### src/rtl/trig_cordic_pkg.sv
// ---------------------------------------------------------------------------
// trig_cordic_pkg
// Shared constants, state encoding and the arctangent table for the
// iterative sin/cos CORDIC unit.
//   - Angle constants are unsigned Q3.29 (3 integer bits, 29 fraction bits).
//   - CORDIC_K is the rotation-gain compensation in Q2.30, used as the
//     starting x so the final x/y land directly on cos/sin.
//   - atan_q29(i) returns atan(2^-i) in Q3.29 for i = 0..27.
// ---------------------------------------------------------------------------
package trig_cordic_pkg;

    localparam int ITERS_DEFAULT = 24;

    localparam logic [31:0] CORDIC_K          = 32'h26DD3B6A;
    localparam logic [31:0] HALF_PI_Q29       = 32'h3243F6A8;
    localparam logic [31:0] PI_Q29            = 32'h6487ED51;
    localparam logic [31:0] THREE_HALF_PI_Q29 = 32'h96CBE3F9;
    localparam logic [31:0] TWO_PI_Q29        = 32'hC90FDAA2;

    localparam logic [31:0] FP32_QNAN = 32'h7FC00000;
    localparam logic [31:0] FP32_ONE  = 32'h3F800000;

    typedef enum logic [2:0] {
        ST_IDLE,
        ST_FOLD,
        ST_ITER,
        ST_PACK,
        ST_DONE
    } cordic_state_t;

    // Beyond i = 10 the cubic term of the series drops below half an LSB,
    // so the entries are simply 2^(29-i).
    function automatic logic [31:0] atan_q29(input logic [4:0] idx);
        logic [31:0] val;
        case (idx)
            5'd0:    val = 32'd421657428;
            5'd1:    val = 32'd248918915;
            5'd2:    val = 32'd131521918;
            5'd3:    val = 32'd66762579;
            5'd4:    val = 32'd33510843;
            5'd5:    val = 32'd16771758;
            5'd6:    val = 32'd8387925;
            5'd7:    val = 32'd4194219;
            5'd8:    val = 32'd2097141;
            5'd9:    val = 32'd1048575;
            5'd10:   val = 32'd524288;
            5'd11:   val = 32'd262144;
            5'd12:   val = 32'd131072;
            5'd13:   val = 32'd65536;
            5'd14:   val = 32'd32768;
            5'd15:   val = 32'd16384;
            5'd16:   val = 32'd8192;
            5'd17:   val = 32'd4096;
            5'd18:   val = 32'd2048;
            5'd19:   val = 32'd1024;
            5'd20:   val = 32'd512;
            5'd21:   val = 32'd256;
            5'd22:   val = 32'd128;
            5'd23:   val = 32'd64;
            5'd24:   val = 32'd32;
            5'd25:   val = 32'd16;
            5'd26:   val = 32'd8;
            5'd27:   val = 32'd4;
            default: val = 32'd0;
        endcase
        return val;
    endfunction

endpackage

### src/rtl/trig_fix2fp.sv
// ---------------------------------------------------------------------------
// trig_fix2fp
// Combinational signed Q2.30 -> FP32 converter.
// Sign-magnitude, leading-one normalise, mantissa truncated. Zero maps to
// +0.0 and any magnitude above 1.0 saturates to +/-1.0.
// Ports:
//   fix_in  : signed Q2.30 value
//   fp_out  : IEEE-754 single-precision result
// ---------------------------------------------------------------------------
module trig_fix2fp
    import trig_cordic_pkg::*;
(
    input  logic signed [31:0] fix_in,
    output logic        [31:0] fp_out
);

    logic        sign;
    logic [31:0] mag;
    logic [4:0]  lead;
    logic [31:0] norm;
    logic [7:0]  fp_exp;
    logic        unused_norm_bits;

    // Magnitude; -2.0 becomes 0x80000000, which the saturation path handles.
    always_comb begin
        sign = fix_in[31];
        mag  = sign ? unsigned'(-fix_in) : unsigned'(fix_in);
    end

    // Position of the leading one (bit 30 corresponds to 1.0).
    always_comb begin
        lead = 5'd0;
        for (int i = 0; i < 31; i++) begin
            if (mag[i]) lead = 5'(i);
        end
    end

    // Move the leading one to bit 30 so the mantissa is always norm[29:7].
    always_comb begin
        norm             = mag << (5'd30 - lead);
        fp_exp           = 8'd97 + 8'(lead);
        unused_norm_bits = ^{norm[31:30], norm[6:0]};
    end

    always_comb begin
        if (mag == 32'd0) begin
            fp_out = 32'd0;
        end else if (mag > 32'h4000_0000) begin
            fp_out = {sign, FP32_ONE[30:0]};
        end else begin
            fp_out = {sign, fp_exp, norm[29:7]};
        end
    end

endmodule

### src/rtl/trig_sincos_cordic.sv
// ---------------------------------------------------------------------------
// trig_sincos_cordic
// Iterative (one micro-rotation per clock) CORDIC producing FP32 sin and cos
// of an FP32 reduced angle. Sequence per transaction:
//   IDLE -> FOLD -> ITER x ITERS -> PACK -> DONE -> IDLE
// Ports:
//   clock, reset (async, active low)
//   io_in_valid / io_in_ready / io_in_angle  : FP32 angle, valid/ready input
//   io_out_valid / io_out_ready              : result handshake
//   io_out_sin / io_out_cos                  : FP32 results, held while DONE
// ---------------------------------------------------------------------------
module trig_sincos_cordic
    import trig_cordic_pkg::*;
#(
    parameter int ITERS = ITERS_DEFAULT
) (
    input  logic        clock,
    input  logic        reset,
    input  logic        io_in_valid,
    output logic        io_in_ready,
    input  logic [31:0] io_in_angle,
    output logic        io_out_valid,
    input  logic        io_out_ready,
    output logic [31:0] io_out_sin,
    output logic [31:0] io_out_cos
);

    localparam logic [4:0] LAST_ITER = 5'(ITERS - 1);

    cordic_state_t state, state_next;

    logic [31:0]        angle_reg;
    logic               special_reg;
    logic signed [31:0] x_reg, y_reg, z_reg;
    logic [1:0]         q_reg;
    logic [4:0]         iter_cnt;
    logic [31:0]        sin_reg, cos_reg;

    logic               in_sign;
    logic [7:0]         in_exp;
    logic [31:0]        in_mant;
    logic [31:0]        mag_q29, wrapped, folded, fold_r;
    logic [1:0]         fold_q;

    logic signed [31:0] x_shift, y_shift, atan_i;
    logic signed [31:0] sin_fix, cos_fix;
    logic [31:0]        sin_fp, cos_fp;

    // State register.
    always_ff @(posedge clock or negedge reset) begin
        if (!reset) state <= ST_IDLE;
        else        state <= state_next;
    end

    // Next-state logic.
    always_comb begin
        state_next = state;
        case (state)
            ST_IDLE: if (io_in_valid) state_next = ST_FOLD;
            ST_FOLD: state_next = ST_ITER;
            ST_ITER: if (iter_cnt == LAST_ITER) state_next = ST_PACK;
            ST_PACK: state_next = ST_DONE;
            ST_DONE: if (io_out_ready) state_next = ST_IDLE;
            default: state_next = ST_IDLE;
        endcase
    end

    // Handshake outputs depend on state only.
    always_comb begin
        io_in_ready  = (state == ST_IDLE);
        io_out_valid = (state == ST_DONE);
    end

    assign io_out_sin = sin_reg;
    assign io_out_cos = cos_reg;

    // FP32 -> unsigned Q3.29 with truncation. Q29 value = mant24 * 2^(exp-121),
    // so exponents below 98 (true exponent < -29) and denormals give zero.
    // Then fold into [0, 2pi) and split into quadrant plus residual.
    always_comb begin
        in_sign = angle_reg[31];
        in_exp  = angle_reg[30:23];
        in_mant = {9'd1, angle_reg[22:0]};

        if (in_exp < 8'd98)
            mag_q29 = 32'd0;
        else if (in_exp <= 8'd121)
            mag_q29 = in_mant >> (8'd121 - in_exp);
        else
            mag_q29 = in_mant << (in_exp - 8'd121);

        wrapped = in_sign ? (TWO_PI_Q29 - mag_q29) : mag_q29;
        folded  = (wrapped >= TWO_PI_Q29) ? (wrapped - TWO_PI_Q29) : wrapped;

        if (folded >= THREE_HALF_PI_Q29) begin
            fold_q = 2'd3;
            fold_r = folded - THREE_HALF_PI_Q29;
        end else if (folded >= PI_Q29) begin
            fold_q = 2'd2;
            fold_r = folded - PI_Q29;
        end else if (folded >= HALF_PI_Q29) begin
            fold_q = 2'd1;
            fold_r = folded - HALF_PI_Q29;
        end else begin
            fold_q = 2'd0;
            fold_r = folded;
        end
    end

    // Shifted operands for the current micro-rotation.
    always_comb begin
        x_shift = x_reg >>> iter_cnt;
        y_shift = y_reg >>> iter_cnt;
        atan_i  = $signed(atan_q29(iter_cnt));
    end

    // Undo the quadrant fold on the first-quadrant (cos, sin) pair.
    always_comb begin
        case (q_reg)
            2'd0:    begin sin_fix = y_reg;  cos_fix = x_reg;  end
            2'd1:    begin sin_fix = x_reg;  cos_fix = -y_reg; end
            2'd2:    begin sin_fix = -y_reg; cos_fix = -x_reg; end
            default: begin sin_fix = -x_reg; cos_fix = y_reg;  end
        endcase
    end

    trig_fix2fp u_sin_fp (
        .fix_in (sin_fix),
        .fp_out (sin_fp)
    );

    trig_fix2fp u_cos_fp (
        .fix_in (cos_fix),
        .fp_out (cos_fp)
    );

    // Datapath registers; each state owns its own updates.
    always_ff @(posedge clock or negedge reset) begin
        if (!reset) begin
            angle_reg   <= 32'd0;
            special_reg <= 1'b0;
            x_reg       <= 32'sd0;
            y_reg       <= 32'sd0;
            z_reg       <= 32'sd0;
            q_reg       <= 2'd0;
            iter_cnt    <= 5'd0;
            sin_reg     <= 32'd0;
            cos_reg     <= 32'd0;
        end else begin
            case (state)
                ST_IDLE: begin
                    if (io_in_valid) begin
                        angle_reg   <= io_in_angle;
                        special_reg <= &io_in_angle[30:23];
                    end
                end
                ST_FOLD: begin
                    x_reg    <= $signed(CORDIC_K);
                    y_reg    <= 32'sd0;
                    z_reg    <= $signed(fold_r);
                    q_reg    <= fold_q;
                    iter_cnt <= 5'd0;
                end
                ST_ITER: begin
                    // Rotate towards z = 0; z >= 0 rotates counter-clockwise.
                    if (z_reg[31]) begin
                        x_reg <= x_reg + y_shift;
                        y_reg <= y_reg - x_shift;
                        z_reg <= z_reg + atan_i;
                    end else begin
                        x_reg <= x_reg - y_shift;
                        y_reg <= y_reg + x_shift;
                        z_reg <= z_reg - atan_i;
                    end
                    iter_cnt <= iter_cnt + 5'd1;
                end
                ST_PACK: begin
                    sin_reg <= special_reg ? FP32_QNAN : sin_fp;
                    cos_reg <= special_reg ? FP32_QNAN : cos_fp;
                end
                default: ;
            endcase
        end
    end

endmodule

### config.mk
export PLATFORM = sky130hd
export DESIGN_NAME = trig_sincos_cordic
export DESIGN_NICKNAME = d
export VERILOG_FILES = /design/src/rtl/trig_cordic_pkg.sv /design/src/rtl/trig_fix2fp.sv /design/src/rtl/trig_sincos_cordic.sv
export SDC_FILE = /design/constraint.sdc
export NUM_CORES = 2
export LEC_CHECK = 0
export BUFFER_PORTS_ARGS = -buffer_cell sky130_fd_sc_hd__buf_2
export CAP_MARGIN = 0
export CORE_MARGIN = 5
export CORE_UTILIZATION = 60
export CTS_BUF_LIST = sky130_fd_sc_hd__clkbuf_16
export DETAILED_ROUTE_END_ITERATION = 7
export GPL_TIMING_DRIVEN = 0
export PLACE_DENSITY = 0.76
export REMOVE_ABC_BUFFERS = 1
export SLEW_MARGIN = 15
export SYNTH_ARGS = -nofsm -noshare
export SYNTH_HDL_FRONTEND = slang
export SYNTH_SLANG_ARGS = --single-unit
### constraint.sdc
create_clock -name clock -period 21.8 [get_ports clock]
set_input_delay 4.36 -clock clock [delete_from_list [all_inputs] [get_ports clock]]
set_output_delay 4.36 -clock clock [all_outputs]
set_load 0.01 [all_outputs]
**Yosys cells after proc, flatten, opt, wreduce, memory -nomap -nowiden**

Memory sizes are Yosys's and may differ from the RTL's.
Cells that the tools add are included.

- $add $sub $neg: 22
- Order comparisons: 8
- Equal/unequal tests: 10
- Shift-type cells: 6
- Multiplexer cells: 91
- Reductions and logical operators: 8

Operator list:

| kind | count |
|---|---|
| $mux 32 | 16 |
| $pmux 32 s2 | 3 |
| $pmux 32 s3 | 2 |
| $mux 5 | 30 |
| $neg 32->32 | 4 |
| $add 32x32->32 | 3 |
| $sub 32x32->32 | 3 |
| $ge 32x32->1 const B | 2 |
| $gt 32x31->1 const B | 2 |
| $logic_not 32->1 | 2 |
| $mux 4 | 16 |
| $shl 32x5->30 | 2 |
| $sshr 32x5->32 | 2 |
| $sub 32x32->32 const B | 2 |
| $mux 31 | 2 |
| $mux 3 | 11 |
| $ge 32x30->1 const B | 1 |
| $ge 32x31->1 const B | 1 |
| $shl 24x8->32 | 1 |
| $shr 24x8->32 | 1 |
| $sub 32x30->32 const B | 1 |
| $sub 32x31->32 const B | 1 |
| $sub 32x32->32 const A | 1 |
| $add 7x5->8 const A | 2 |
| other kinds (24) | 34 |

- Register bits: 203
- ROM bits: 928
- Input port bits: 36
- Output and inout port bits: 66
- Word-level logic and storage cells: 156
- Memories kept: 1

Memories:

| name | depth | width | read ports | clocked after Yosys merged registers in | write ports | line | source |
|---|---|---|---|---|---|---|---|
| (no name shown) | 32 | 29 | 1 | 0 | 0 | trig_cordic_pkg.sv:35 | `case (idx)` |

**Logic depth before layout (Yosys ltp)**

- Word-level depth: 39
- Mapped depth: 42
- Mapped depth without buffers: 34

**Modules after synthesis**

A second synthesis with hierarchy kept.

- Cells, all modules: 5282
- Area, all modules: 39012.4 sq um

By module, submodules not included:

| module | instances | cells an instance | area each (sq um) | seq. area each (sq um) |
|---|---|---|---|---|
| trig_sincos_cordic | 1 | 4114 | 30762.0 | 5079.9 |
| trig_fix2fp | 2 | 584 | 4125.2 | 0.0 |

**Least setup slack after synthesis**

No wires, ideal clock.

- Path kind: reg-to-reg
- Start point: reg angle_reg[23]
- End point: reg z_reg[26]
- Setup time: 129 ps
- Arrival time: 9132 ps
- Data required time: 21671 ps
- Path slack: 12539 ps
- Cell stages (with the launch flop): 40
- Path buffers: 7
- Period minus slack after synthesis: 9261 ps
- Path through: dfrtp_1 buf_4 inv_1 buf_1 buf_2 ha_1 nor2b_1 o21ai_0 o2111ai_1 clkbuf_1 nor3_1 a211oi_2 inv_1 ha_1 a41oi_1 o31ai_1 or4_4 a2111oi_4 (+4 left out) o221a_4 buf_6 nor2_1 buf_2 xnor2_1 ha_1 and3_1 nand3_1 o31a_1 a311o_1 a221oi_2 o21a_1 buf_4 o21a_1 a22oi_1 mux2_2 a221oi_2 o21ai_1

- Cells in the longest elaborated chain, start to end: 13
- Elaborated cells on any way between the ends: 23
- Classes of those cells: add/sub: 7; order compare: 6; shift: 2; mux: 8

RTL lines:

| what | line | source |
|---|---|---|
| from (decl) | trig_sincos_cordic.sv:32 | `logic [31:0] angle_reg;` |
| from (signal assigned) | trig_sincos_cordic.sv:153 | `angle_reg <= io_in_angle;` |
| $sub 8x7->8 / $sub 7x8->8 (equally long branches) | trig_sincos_cordic.sv:90, trig_sincos_cordic.sv:88 |  |
| $shl 24x8->32 / $shr 24x8->32 (equally long branches) | trig_sincos_cordic.sv:90, trig_sincos_cordic.sv:88 |  |
| $mux 32 | trig_sincos_cordic.sv:87 | `else if (in_exp <= 8'd121)` |
| $mux 32 (*) | trig_sincos_cordic.sv:85 | `if (in_exp < 8'd98)` |
| $sub 32x32->32 | trig_sincos_cordic.sv:92 | `wrapped = in_sign ? (TWO_PI_Q29 - mag_q29) : mag_q29;` |
| $mux 32 (*) | trig_sincos_cordic.sv:92 |  |
| $sub 32x32->32 / $ge 32x32->1 (equally long branches) | trig_sincos_cordic.sv:93 | `folded = (wrapped >= TWO_PI_Q29) ? (wrapped - TWO_PI_Q29) : wrapped;` |
| $mux 32 (*) | trig_sincos_cordic.sv:93 |  |
| $sub 32x30->32 / $ge 32x30->1 (equally long branches) | trig_sincos_cordic.sv:103, trig_sincos_cordic.sv:101 |  |
| $mux 32 | trig_sincos_cordic.sv:101 | `end else if (folded >= HALF_PI_Q29) begin` |
| $mux 32 | trig_sincos_cordic.sv:98 | `end else if (folded >= PI_Q29) begin` |
| $mux 32 (*) | trig_sincos_cordic.sv:95 | `if (folded >= THREE_HALF_PI_Q29) begin` |
| $pmux 32 s2 (*) | trig_sincos_cordic.sv:150 | `case (state)` |
| to (signal assigned) | trig_sincos_cordic.sv:160 | `z_reg <= $signed(fold_r);` |
| to (signal assigned) | trig_sincos_cordic.sv:169 | `z_reg <= z_reg + atan_i;` |
| to (signal assigned) | trig_sincos_cordic.sv:173 | `z_reg <= z_reg - atan_i;` |
| to (decl) | trig_sincos_cordic.sv:34 | `logic signed [31:0] x_reg, y_reg, z_reg;` |

Every way passes the cells marked *; elsewhere a longest branch is shown, timed or not.
A chain may end at the register's enable or synchronous reset.

**Worst setup path after layout**

- Start point: reg angle_reg[23]
- End point: reg z_reg[25]

The elaborated chain is that of the path after synthesis.

==> results.toml <==
[cts]
post_cts_resize_count = 0
clk_transition_reported_paths_ps = 60
cts_hold_buf = 0
worstSkewPairLatency_ps = 600
h-tree-depth = 1
cts.root.buffer_cell = "sky130_fd_sc_hd__clkbuf_16"
max_root_sink_buffers = 3
numClockSinks = 203
cts.repair_timing.setup_buffer_count = 0
cts_buf_count = 26
cts_tree = "built"

[die]
top_level_ports = 102
rows = 88
die-width_um = 251
fp.coreArea_um2 = 57500
die_h_um = 251
initial_utilization_pct = 60.4
die_footprint_um2 = 62800

[synthesis]
yosys_warnings = 0
synth_cells = 4614
avgSynthCellArea_um2 = 7.53
yosys.cell_count.top_type = "sky130_fd_sc_hd__nand2_1"
synth_cell_type_count = 122
synth.cell_area_um2 = 34700
ys_seq_elements = 203
synth.cells.most_frequent = "sky130_fd_sc_hd__nand2_1, sky130_fd_sc_hd__nor2_1, sky130_fd_sc_hd__a21oi_1"
synth_area_leaders = "sky130_fd_sc_hd__dfrtp_1, sky130_fd_sc_hd__mux2i_1, sky130_fd_sc_hd__xnor2_1"
synth.yosys.seq_area_share_pct = 14.6
synth-async-reset-ratio_pct = 100
synthDominantAreaCellType = "sky130_fd_sc_hd__dfrtp_1"
synth_enable_flop_cells = 0
post-synth-top-area-fraction_pct = 14.6
commonest_register_cell_after_synthesis = "sky130_fd_sc_hd__dfrtp_1"

[hold_path]
hp-class = "reg -> reg"

[placed_design]
dp.final_hpwl_um = 83400
port-buffer-count = 101
gpl.final_weighted_congestion = 0.986

[drt]
post_drt_via_cell_ratio = 6.87
initialDrtViolationCount = 3970
antenna_left = 0
detailed_router_iteration_count_before_antenna_repair = 7
via_count = 35925
detail_route.wl_per_cell_um = 21.1
drcViolationCount = 0
wirelength_um = 110000

[run_status]
run_status = "complete, no violations"

[worst_setup_path]
timing_worst_setup_path_type = "reg -> reg"
crit_path_max_incr_delay_ps = 920
r2r_cells = 33
critPathMaxFanout = 62
cp.required_ps = 22240
critical_path.most_common_cell = "sky130_fd_sc_hd__xnor2_1"
crit_path_start_kind = "flip-flop"
crit_path_start = "angle_reg[23]$_DFFE_PN0P_"
regToRegSetupSlack_ps = 8400
rr_startpoint = "angle_reg[23]$_DFFE_PN0P_"
crit_buf_inv = 3
critPathCaptureType = "flip-flop"
worst_path_max_delay_cell = "sky130_fd_sc_hd__nor2_1"
critPathArrivalTime_ps = 13840
worst_r2r_endpoint = "z_reg[25]$_DFFE_PN0P_"
worstSetupPathDepth = 33
critical-path-top-delay-family = "compound AO/OA/AOI/OAI gates"
critPathCapture = "z_reg[25]$_DFFE_PN0P_"

[sta]
fin_worst_skew_ps = 29.4
relSlewSlack_pct = 21.1
finalCritPeriodShare_pct = 61.4
count_of_final_hold_check_violations = 0
setup-violations-final = 0
tns_ps = 0
max_freq_mhz = 74.7
final-max-slew-violation-count = 0
fin_hold_ws_ps = 467
worst-slew-pin-transition_ps = 1180
grt_setup_unrepaired = "no"
finalCriticalPeriod_ps = 13400

[layout]
antenna_cells_inserted = 0
final_core_utilization_pct = 63.5
drive_gt1_share_pct = 11.6
fillCellCount = 5245
fin_nets = 4604
areaGrowthSynthToFinish_pct = 5.08

[global_routing]
groute.layer.met3.usage_pct = 4.14
antenna_found_initial = 0
vias_in_the_first_global_route = 32763
grt_first_pass_wirelength_um = 176000
grt.met1_usage_pct = 44.4
global_route_met2_usage_pct = 54.6
gr-max-usage-layer = "met2"
globalRoute.totalOverflow = 0
globalRouteTotalUtil_pct = 33.0
grt_start_max_net_pins = 100

[job]
timing.max_cap.violations = 0
==> area by class of cell <==
class	instances	area (um^2)	share of cell area, %
multi-input combinational	3956	27900	76.4
clock inverter	22	256	0.703
tap	765	957	2.62
inverter	119	449	1.23
sequential	203	5110	14.0
timing repair buffer	136	1180	3.24
clock buffer	26	651	1.78
==> worst min path at each step <==
| stage | to | cells past startpoint | startpoint |
|---|---|---|---|
| 3_3_place_gp | io_out_sin[3]$_DFFE_PN0P_ | 2 | io_out_sin[3]$_DFFE_PN0P_ |
| 4_1_cts | io_out_sin[3]$_DFFE_PN0P_ | 2 | io_out_sin[3]$_DFFE_PN0P_ |
| 2_1_floorplan | z_reg[23]$_DFFE_PN0P_ | 2 | z_reg[23]$_DFFE_PN0P_ |
| 6_report | io_out_sin[3]$_DFFE_PN0P_ | 2 | io_out_sin[3]$_DFFE_PN0P_ |
| 5_1_grt | io_out_sin[3]$_DFFE_PN0P_ | 2 | io_out_sin[3]$_DFFE_PN0P_ |
| 3_5_place_dp | io_out_sin[3]$_DFFE_PN0P_ | 2 | io_out_sin[3]$_DFFE_PN0P_ |
==> through the flow <==
step | cells | area (um^2) | setup WS (ps)
after floorplan | 4278 | 33200 | 9620
after global placement | 5144 | 34700 | 5310
after detailed placement | 5179 | 35600 | 8710
after CTS | 5227 | 36500 | 8720
after global routing | 5227 | 36500 | 7680
final | 5227 | 36500 | 8400
==> worst register-to-register path: cells and delay by family, from the launching register on <==
family	cells	cell delay, ps
AOI/OAI and AO/OA	15	5620
and+or+nand+nor	9	3860
buffers and inverters	3	1270
adders and majority gates	3	1170
xor gates and xnor gates	3	790
DFF	1	540
==> per-layer routing <==
layer,wire [um],up-vias,part of all wire [%]
met3,8390,277,7.6
met5,0,-,0
met2,51200,1605,46
li1,-,16825,-
met4,4860,0,4.4
met1,45700,17218,42
==> placed cells by master (no fill, tap or decap), types with 42 or more instances in the layout <==
master                     Yosys  routed
sky130_fd_sc_hd__nor2b_1      45      45
sky130_fd_sc_hd__o21a_1       51      51
sky130_fd_sc_hd__o21ai_0     324     323
sky130_fd_sc_hd__a211oi_1     50      50
sky130_fd_sc_hd__a31oi_1      93      93
sky130_fd_sc_hd__nand3_1     112     112
sky130_fd_sc_hd__a21oi_1     347     347
sky130_fd_sc_hd__o211ai_1     51      51
sky130_fd_sc_hd__mux2_2       94      94
sky130_fd_sc_hd__nand2b_1     52      52
sky130_fd_sc_hd__nand2_1     516     515
sky130_fd_sc_hd__mux2i_1     228     226
sky130_fd_sc_hd__ha_1        123     120
sky130_fd_sc_hd__nor4_1       43      42
sky130_fd_sc_hd__nor3_1      122     120
sky130_fd_sc_hd__buf_2        25     100
sky130_fd_sc_hd__inv_1       114     117
sky130_fd_sc_hd__and3_1       48      48
sky130_fd_sc_hd__mux4_2       95      95
sky130_fd_sc_hd__and2_1       63      61
sky130_fd_sc_hd__nor2_1      389     388
sky130_fd_sc_hd__xnor2_1     257     251
sky130_fd_sc_hd__or3_1        55      55
sky130_fd_sc_hd__dfrtp_1     203     192
sky130_fd_sc_hd__o31ai_1      42      42
sky130_fd_sc_hd__xor2_1      135     131
==> cell families (layout without fill, tap and decap cells) <==
kind of cell             count (synthesis)  after routing  synth area share, %
AO/OA/AOI/OAI                         1417           1417                 27.2
buffers and inverters                  455            303                 5.65
AND/OR/NAND/NOR                       1601           1601                 22.1
multiplexers                           419            419                 15.9
flip-flops                             203            203                 14.6
XOR/XNOR                               393            393                 9.93
adder cells (fa/ha/maj)                126            126                 4.60
Power is not shown: default switching activity piles up to over one toggle a cycle in this logic, so the estimate is an artifact.
